--- src/rtl/alu_sequencer_pkg.sv ---
// ---------------------------------------------------------------------------
// alu_sequencer_pkg
// Shared definitions for the ALU sequencer: command and FSM state encodings,
// iteration limits, and the ALU opcode mnemonics (op_mne) used on ALU_OP.
// ---------------------------------------------------------------------------
package alu_sequencer_pkg;

  // ALU opcode mnemonics driven onto the ALU OP port.
  // kADD must stay 0 so that the idle / reset ALU drive is all zeros.
  typedef enum logic [2:0] {
    kADD  = 3'd0,
    kSUB  = 3'd1,
    kAND  = 3'd2,
    kOR   = 3'd3,
    kXOR  = 3'd4,
    kSLL  = 3'd5,
    kSRL  = 3'd6,
    kPASS = 3'd7
  } op_mne;

  typedef enum logic [1:0] {
    CMD_RLZ = 2'd0,
    CMD_SEQ = 2'd1,
    CMD_DIV = 2'd2,
    CMD_BAD = 2'd3
  } seq_cmd_t;

  typedef enum logic [1:0] {
    S_IDLE = 2'd0,
    S_RUN  = 2'd1,
    S_DONE = 2'd2
  } seq_state_t;

  // Maximum number of left shifts for normalize-left.
  localparam int kRlzMax    = 8;
  // Number of 4-bit window positions examined by the pattern count.
  localparam int kSeqChecks = 5;

endpackage

--- src/rtl/alu_sequencer.sv ---
// ---------------------------------------------------------------------------
// alu_sequencer
// Multi-cycle initiator for a combinational ALU. Implements normalize-left
// (RLZ), 4-bit pattern count (SEQ) and repeated-subtraction divide (DIV) by
// issuing one ALU micro-op per RUN cycle and capturing the ALU result on the
// same clock edge.
//
// Ports:
//   CLK, RESET_N        clock (rising edge), asynchronous active-low reset
//   START, CMD          command strobe (accepted in IDLE only) and opcode
//   OPA, OPB, PAT       operands / divisor / SEQ pattern, sampled on START
//   ALU_OP/CI/A/B       drive to the ALU (combinational from state + work)
//   ALU_OUT/CO/ZERO     ALU result, carry/borrow, zero flag (unused here)
//   BUSY, DONE          busy in RUN and DONE, one-cycle completion pulse
//   RESULT, COUNT, ERR  completion values, held until the next command ends
// ---------------------------------------------------------------------------
module alu_sequencer
  import alu_sequencer_pkg::*;
#(
  parameter int W    = 8,
  parameter int NCHK = 5
) (
  input  logic         CLK,
  input  logic         RESET_N,
  input  logic         START,
  input  logic [1:0]   CMD,
  input  logic [W-1:0] OPA,
  input  logic [W-1:0] OPB,
  input  logic [3:0]   PAT,
  output logic [2:0]   ALU_OP,
  output logic         ALU_CI,
  output logic [W-1:0] ALU_A,
  output logic [W-1:0] ALU_B,
  input  logic [W-1:0] ALU_OUT,
  input  logic         ALU_CO,
  input  logic         ALU_ZERO,
  output logic         BUSY,
  output logic         DONE,
  output logic [W-1:0] RESULT,
  output logic [W-1:0] COUNT,
  output logic         ERR
);

  seq_state_t  r_state, w_state_next;
  seq_cmd_t    r_cmd,   w_cmd_next;
  logic [W-1:0] r_work,   w_work_next;
  logic [W-1:0] r_cnt,    w_cnt_next;
  logic [W-1:0] r_opb,    w_opb_next;
  logic [3:0]   r_pat,    w_pat_next;
  logic [2:0]   r_step,   w_step_next;
  logic [W-1:0] r_result, w_result_next;
  logic [W-1:0] r_count,  w_count_next;
  logic         r_err,    w_err_next;

  logic [W-1:0] w_seq_cnt;
  logic         w_unused_zero;

  // The zero flag is only of interest to external monitors.
  assign w_unused_zero = ALU_ZERO;

  // Match count including the window currently being examined.
  assign w_seq_cnt = r_cnt + {{(W-1){1'b0}}, (r_work[3:0] == r_pat)};

  always_ff @(posedge CLK or negedge RESET_N) begin
    if (!RESET_N) begin
      r_state  <= S_IDLE;
      r_cmd    <= CMD_RLZ;
      r_work   <= '0;
      r_cnt    <= '0;
      r_opb    <= '0;
      r_pat    <= '0;
      r_step   <= '0;
      r_result <= '0;
      r_count  <= '0;
      r_err    <= 1'b0;
    end else begin
      r_state  <= w_state_next;
      r_cmd    <= w_cmd_next;
      r_work   <= w_work_next;
      r_cnt    <= w_cnt_next;
      r_opb    <= w_opb_next;
      r_pat    <= w_pat_next;
      r_step   <= w_step_next;
      r_result <= w_result_next;
      r_count  <= w_count_next;
      r_err    <= w_err_next;
    end
  end

  always_comb begin
    w_state_next  = r_state;
    w_cmd_next    = r_cmd;
    w_work_next   = r_work;
    w_cnt_next    = r_cnt;
    w_opb_next    = r_opb;
    w_pat_next    = r_pat;
    w_step_next   = r_step;
    w_result_next = r_result;
    w_count_next  = r_count;
    w_err_next    = r_err;
    ALU_OP        = kADD;
    ALU_CI        = 1'b0;
    ALU_A         = '0;
    ALU_B         = '0;

    case (r_state)
      S_IDLE: begin
        if (START) begin
          w_state_next = S_RUN;
          w_cmd_next   = seq_cmd_t'(CMD);
          w_work_next  = OPA;
          w_cnt_next   = '0;
          w_opb_next   = OPB;
          w_pat_next   = PAT;
          w_step_next  = '0;
        end
      end

      S_RUN: begin
        case (r_cmd)
          CMD_RLZ: begin
            ALU_OP = kSLL;
            ALU_A  = r_work;
            if (r_work[W-1] || (r_cnt == W'(kRlzMax))) begin
              w_state_next  = S_DONE;
              w_result_next = r_work;
              w_count_next  = r_cnt;
              w_err_next    = 1'b0;
            end else begin
              w_work_next = ALU_OUT;
              w_cnt_next  = r_cnt + 1'b1;
            end
          end

          CMD_SEQ: begin
            ALU_OP      = kSRL;
            ALU_A       = r_work;
            w_work_next = ALU_OUT;
            w_cnt_next  = w_seq_cnt;
            w_step_next = r_step + 1'b1;
            // On the last window the shifted word is already OPA >> NCHK.
            if (r_step == 3'(NCHK - 1)) begin
              w_state_next  = S_DONE;
              w_result_next = ALU_OUT;
              w_count_next  = w_seq_cnt;
              w_err_next    = 1'b0;
            end
          end

          CMD_DIV: begin
            ALU_OP = kSUB;
            ALU_A  = r_work;
            ALU_B  = r_opb;
            if (r_opb == '0) begin
              w_state_next  = S_DONE;
              w_result_next = '1;
              w_count_next  = '1;
              w_err_next    = 1'b1;
            end else if (!ALU_CO) begin
              w_work_next = ALU_OUT;
              w_cnt_next  = r_cnt + 1'b1;
            end else begin
              // Borrow: the current work value is the remainder.
              w_state_next  = S_DONE;
              w_result_next = r_work;
              w_count_next  = r_cnt;
              w_err_next    = 1'b0;
            end
          end

          default: begin
            w_state_next  = S_DONE;
            w_result_next = '0;
            w_count_next  = '0;
            w_err_next    = 1'b1;
          end
        endcase
      end

      S_DONE: begin
        w_state_next = S_IDLE;
      end

      default: begin
        w_state_next = S_IDLE;
      end
    endcase
  end

  assign BUSY   = (r_state != S_IDLE);
  assign DONE   = (r_state == S_DONE);
  assign RESULT = r_result;
  assign COUNT  = r_count;
  assign ERR    = r_err;

endmodule

--- config.mk ---
export PLATFORM = sky130hd
export DESIGN_NAME = alu_sequencer
export DESIGN_NICKNAME = d
export VERILOG_FILES = /design/src/rtl/alu_sequencer_pkg.sv /design/src/rtl/alu_sequencer.sv
export SDC_FILE = /design/constraint.sdc
export NUM_CORES = 1
export LEC_CHECK = 0
export ABC_CLOCK_PERIOD_IN_PS = 2550
export CAP_MARGIN = 20
export CELL_PAD_IN_SITES_DETAIL_PLACEMENT = 0
export CELL_PAD_IN_SITES_GLOBAL_PLACEMENT = 1
export CORE_MARGIN = 2
export CORE_UTILIZATION = 39
export CTS_BUF_LIST = sky130_fd_sc_hd__clkbuf_8
export CTS_CLUSTER_SIZE = 10
export DETAILED_ROUTE_END_ITERATION = 12
export HOLD_SLACK_MARGIN = 0.12
export PLACE_DENSITY = 0.9
export REMOVE_ABC_BUFFERS = 1
export SYNTH_ARGS = -nofsm -noshare
export SYNTH_HDL_FRONTEND = slang
export SYNTH_SLANG_ARGS = --single-unit
--- constraint.sdc ---
create_clock -name CLK -period 2.55 [get_ports CLK]
set_input_delay 0.51 -clock CLK [delete_from_list [all_inputs] [get_ports CLK]]
set_output_delay 0.51 -clock CLK [all_outputs]
set_load 0.01 [all_outputs]
==> results of run 1 <==
-- stage by stage --
stage,instances,hold slack [ns]
4_1_cts,451,0.2315
6_report,451,0.2098
5_1_grt,451,0.2526
3_3_place_gp,443,0.4735
3_5_place_dp,443,0.4744
2_1_floorplan,258,0.2144
-- registers in the layout (all words and copies together) (netlist names) --
name     flops
RESULT       8
ERR          1
r_cnt        8
r_step       3
r_state      2
r_cmd        2
r_opb        8
r_work       8
r_pat        4
COUNT        8
-- power groups by stage --
| stage | Clock (W) | Combinational (W) | Sequential [W] |
|---|---|---|---|
| after CTS | 0.000497 | 0.00223 | 0.00140 |
| after global placement | 0 | 0.00216 | 0.00140 |
| after global routing | 0.000534 | 0.00247 | 0.00145 |
| final | 0.000488 | 0.00224 | 0.00141 |
| after detailed placement | 0 | 0.00221 | 0.00141 |
| after floorplan | 0 | 0.00124 | 0.00140 |
-- worst paths after layout --
kind                        endpoint  depth (start not counted)       from
min in group CLK           RESULT[6]                          1  RESULT[6]
hold reg to reg            RESULT[6]                          1  RESULT[6]
setup / recovery            ALU_B[1]                          4   r_cmd[0]
max in group asynchronous   r_pat[1]                          2    RESET_N
hold / removal             r_step[0]                          1    RESET_N
setup reg to reg            COUNT[4]                          8  r_work[1]
-- logic make-up (layout without fill, tap and decap cells) --
family / count (synthesis) / in the layout
other cells: 1 / 1
fa+ha+maj: 6 / 6
xor+xnor: 5 / 5
compound gates: 81 / 81
mux: 28 / 28
simple gates: 78 / 78
buf+inv: 27 / 101
flops: 52 / 52
-- cell usage in the layout (no fill, tap or decap), types with 3 or more instances in the layout --
cell	count
sky130_fd_sc_hd__nor2_1	12
sky130_fd_sc_hd__nand4_1	3
sky130_fd_sc_hd__inv_1	7
sky130_fd_sc_hd__xor2_1	5
sky130_fd_sc_hd__buf_4	15
sky130_fd_sc_hd__mux2_2	16
sky130_fd_sc_hd__dfrtp_1	51
sky130_fd_sc_hd__a211oi_1	3
sky130_fd_sc_hd__clkbuf_8	6
sky130_fd_sc_hd__nor4_2	3
sky130_fd_sc_hd__o21ai_0	19
sky130_fd_sc_hd__o21bai_1	3
sky130_fd_sc_hd__o2bb2ai_1	12
sky130_fd_sc_hd__and2_1	18
sky130_fd_sc_hd__nand2b_1	5
sky130_fd_sc_hd__clkdlybuf4s50_1	70
sky130_fd_sc_hd__mux2i_1	11
sky130_fd_sc_hd__nand2_1	17
sky130_fd_sc_hd__a221oi_1	10
sky130_fd_sc_hd__nand3_1	3
sky130_fd_sc_hd__a21oi_1	7
sky130_fd_sc_hd__o31ai_1	3
sky130_fd_sc_hd__ha_1	5
sky130_fd_sc_hd__a22o_1	8
-- final cells by class --
type,count,area [µm²]
Clock buffer,6,82.58
Multi-Input combinational cell,199,1528
Clock inverter,2,11.26
Sequential cell,52,1303
Fill cell,671,3400
Tap cell,99,123.9
Timing Repair Buffer,86,818.3
Inverter,7,26.28
-- metal layers --
metal / wire length (µm) / vias up / part of all wire (%) / global-route usage (%)
met5: 0 / - / 0 / 0
met4: 82 / 0 / 1.1 / 6.187
met3: 367 / 7 / 5.0 / 2.922
met2: 3646 / 67 / 50 / 31.53
met1: 3260 / 1227 / 44 / 24.79
li1: - / 1165 / - / -
-- timing repair --
item,CTS,global route
setup endpoints to repair,16,18
setup buffers,0,0
gates cloned,0,0
gates resized for setup,4,4
endpoints found under the hold margin,0,0
==> results, run 1 <==
- The flow ran to the end, and the final reports show no timing, DRC or antenna violations.
- The highest clock rate is about 0.41 GHz.
- The part of the total power dissipated in combinational logic is 54.1%.
- After Yosys synthesis, XOR and XNOR cells account for around 1.5% of the synthesized area.
- The worst register-to-register path has a setup slack of around 0.23 ns.
- The clock net sink count is between 50 and 60.
- STA classifies the critical path startpoint as a flop.
- The cell family with the largest share of critical-path delay is simple AND/OR/NAND/NOR gates.
- The fraction of power consumed by the clock network is a little under an eighth.
- Setup violations remaining at the end of the flow were counted as 0.
- The number of library cell types mapped by synthesis is 53.
- The endpoint class of the critical path is an output port.
- By area, the combinational part of the netlist is dominated by compound AO/OA/AOI/OAI gates.
- The internal portion of total power is ~0.0024 W.
- During synthesis, Yosys emitted a total of 0 warnings.
- The final setup slack of the worst path is 0.09452 ns.
- After synthesis, the mean cell area works out to 10.58 µm².
- The final layout contains routed wiring with a total length of about 7400 µm.
- The first-pass iteration count of the detailed router is 4.
- The TritonCTS clock tree is yes.
- The critical path goes through nand2b_1 -> nor2_4 -> and2_1 -> clkdlybuf4s50_1.
- The number of instances in the synthesized netlist is around 280.
- The area of the die is 8253 µm².
- The fraction of post-synthesis cell area in the top cell type by area is between 40% and 50%.
- The share of flip-flops with an asynchronous set or reset after synthesis is 100.0%.
- The longest clock path from root to sink contains 2 buffers.
- The final count of hold timing violations was 0.
- STA puts the critical path data arrival time at roughly 2.0 ns.
- During placement, the flow inserted port buffers numbering 71.
- Measured against its own limit, the worst slew margin works out to 54.05%.
- The effective utilization at floorplan is approximately two fifths.
- After the first detailed-routing iteration, the DRC count stood at 140.
- After global routing the overflow that remains totals 0.
- The clock buffer count from CTS is 5.
- Measured against the total synthesized area, the mux share comes to between 10% and 20%.
- Across every metal layer, demand over resource in global routing totals about a fifth.
- Entering global routing, the biggest net connects 27 pins.
- After detailed routing, the number of remaining DRC violations is 0.
- The worst clock skew is about 0.0055 ns.
- The root cell of the clock tree is sky130_fd_sc_hd__clkbuf_8.
- The critical path is of the reg2out type.
- CTS built an H-tree with a depth of 2.
- With fillers left out, the area of the finished cells amounts to about 3900 µm².
- The delay of the slowest cell on the worst path is roughly 0.53 ns.
- The repair_antennas step left the layout with diodes totalling 0.
- The post-synthesis share of cell area spent on and, or, nand and nor gates is about 15%.
- The proportion of layout cells with a drive suffix above 1 is between 10% and 20%.
- Counting both buffers and inverters, the worst setup path holds a total of 1.
- The final number of max-transition violations came to 0.
- Summed over all failing endpoints, the final setup total negative slack is 0 ns.
- Counting instances in the post-synthesis netlist gives the leading cell types as 52 x sky130_fd_sc_hd__dfrtp_1, 19 x sky130_fd_sc_hd__o21ai_0, 18 x sky130_fd_sc_hd__and2_1.
- The portion of the post-synthesis area used by sequential elements is about 44%.
- Dividing the detail-routed via count by the number of cells gives 5.468.
- The count of nets left with antenna violations after detail routing is 0.
- The slowest library cell on the worst path is sky130_fd_sc_hd__dfrtp_2.
- The largest vdd supply drop is approximately 0.58 mV.
- In this run switching power makes up between 40% and 50% of total power.
- The total net switching power is 0.001695 W.
- The synthesized netlist devotes under 10% of its cell area to adder and majority cells.
- In this run the cell area of the synthesized design comes to approximately 3000 µm².
- The smallest clock period supported by the final layout is computed as roughly 2.5 ns.
- For the worst setup path, the data required time is a little over 2 ns.
- In this run, synthesis inferred 0 flip-flops with an integrated enable.
- The post-placement setup slack is between 0.1 and 0.15 ns.
- The total of hold buffers inserted after clock tree synthesis is 0.
- Of the total power, registers draw about a third.
- The tool flagged a number of max-cap violations equal to 0.
- The floorplan step defined a core boundary enclosing around 7300 µm².
- The half-perimeter wire length after placement is about 5400 µm.
- The final core area utilization is roughly 53%.
- At the pin with the least slew margin, the transition time is 0.6893 ns.
- The number of global-route vias before repair is approximately 2,600.
- The worst-skew pair later-pin latency is 0.30 ns.
- The biggest area contributor in the post-synthesis netlist is sky130_fd_sc_hd__dfrtp_1.
- The standard cell area after detailed placement is roughly 3800 µm².
- The horizontal extent of the die is slightly above 90 µm.
- The routed layout has between 2,000 and 2,500 vias.
- The die is 90.85 µm tall.
- The initialized floorplan defines 31 standard-cell rows.
- The power density over the cells is approximately 1100 nW/µm².
- The synthesized netlist devotes 21.27% of its cell area to compound gates.
- By area the synthesized netlist is led by sky130_fd_sc_hd__dfrtp_1 44%, sky130_fd_sc_hd__mux2_2 6.1%, sky130_fd_sc_hd__and2_1 3.8%.
- The worst min-delay path class is in2async.
- Summed over all cells, the static leakage comes to roughly 1.6 nW.
- The number of antenna violations at the first check in global routing came to 0.
- At the end of routability-driven placement, the weighted congestion stood at 0.8540.
- The CTS clock-pin slew for the worst setup and hold paths is 0.09 ns.
- The maximum fanout encountered on the critical timing path is 13.
- The most used flip-flop cell after synthesis is sky130_fd_sc_hd__dfrtp_1.
- The post-route fraction of the period consumed by the critical path is between 90% and 100%.
- The total power after layout is slightly above 0.004 W.
- At the end of the flow, the number of nets in the layout was 392.
- The routed length per instance is 16.31 µm.
- The number of register bits inferred by synthesis is 52.
- The I/O pin total is 74.
- The global-route wire length before repair is approximately 13,000 µm.
- The most repeated cell in the gate-level netlist after synthesis is sky130_fd_sc_hd__dfrtp_1.
- The layout-stage area growth over the synthesis result is 32.33%.
(Power assumes the default switching activity.)
==> inputs of run 2 (changes only) <==
CTS_CLUSTER_DIAMETER = 200   (was not set)
==> results of run 2 <==
No change in the layout: final DEF, timing and power equal those of run 1.
==> inputs of run 3 (changes only) <==
ABC_CLOCK_PERIOD_IN_PS = not set   (was 2550)
CAP_MARGIN = 5   (was 20)
==> results of run 3 <==
No change in the layout: final DEF, timing and power equal those of run 1.
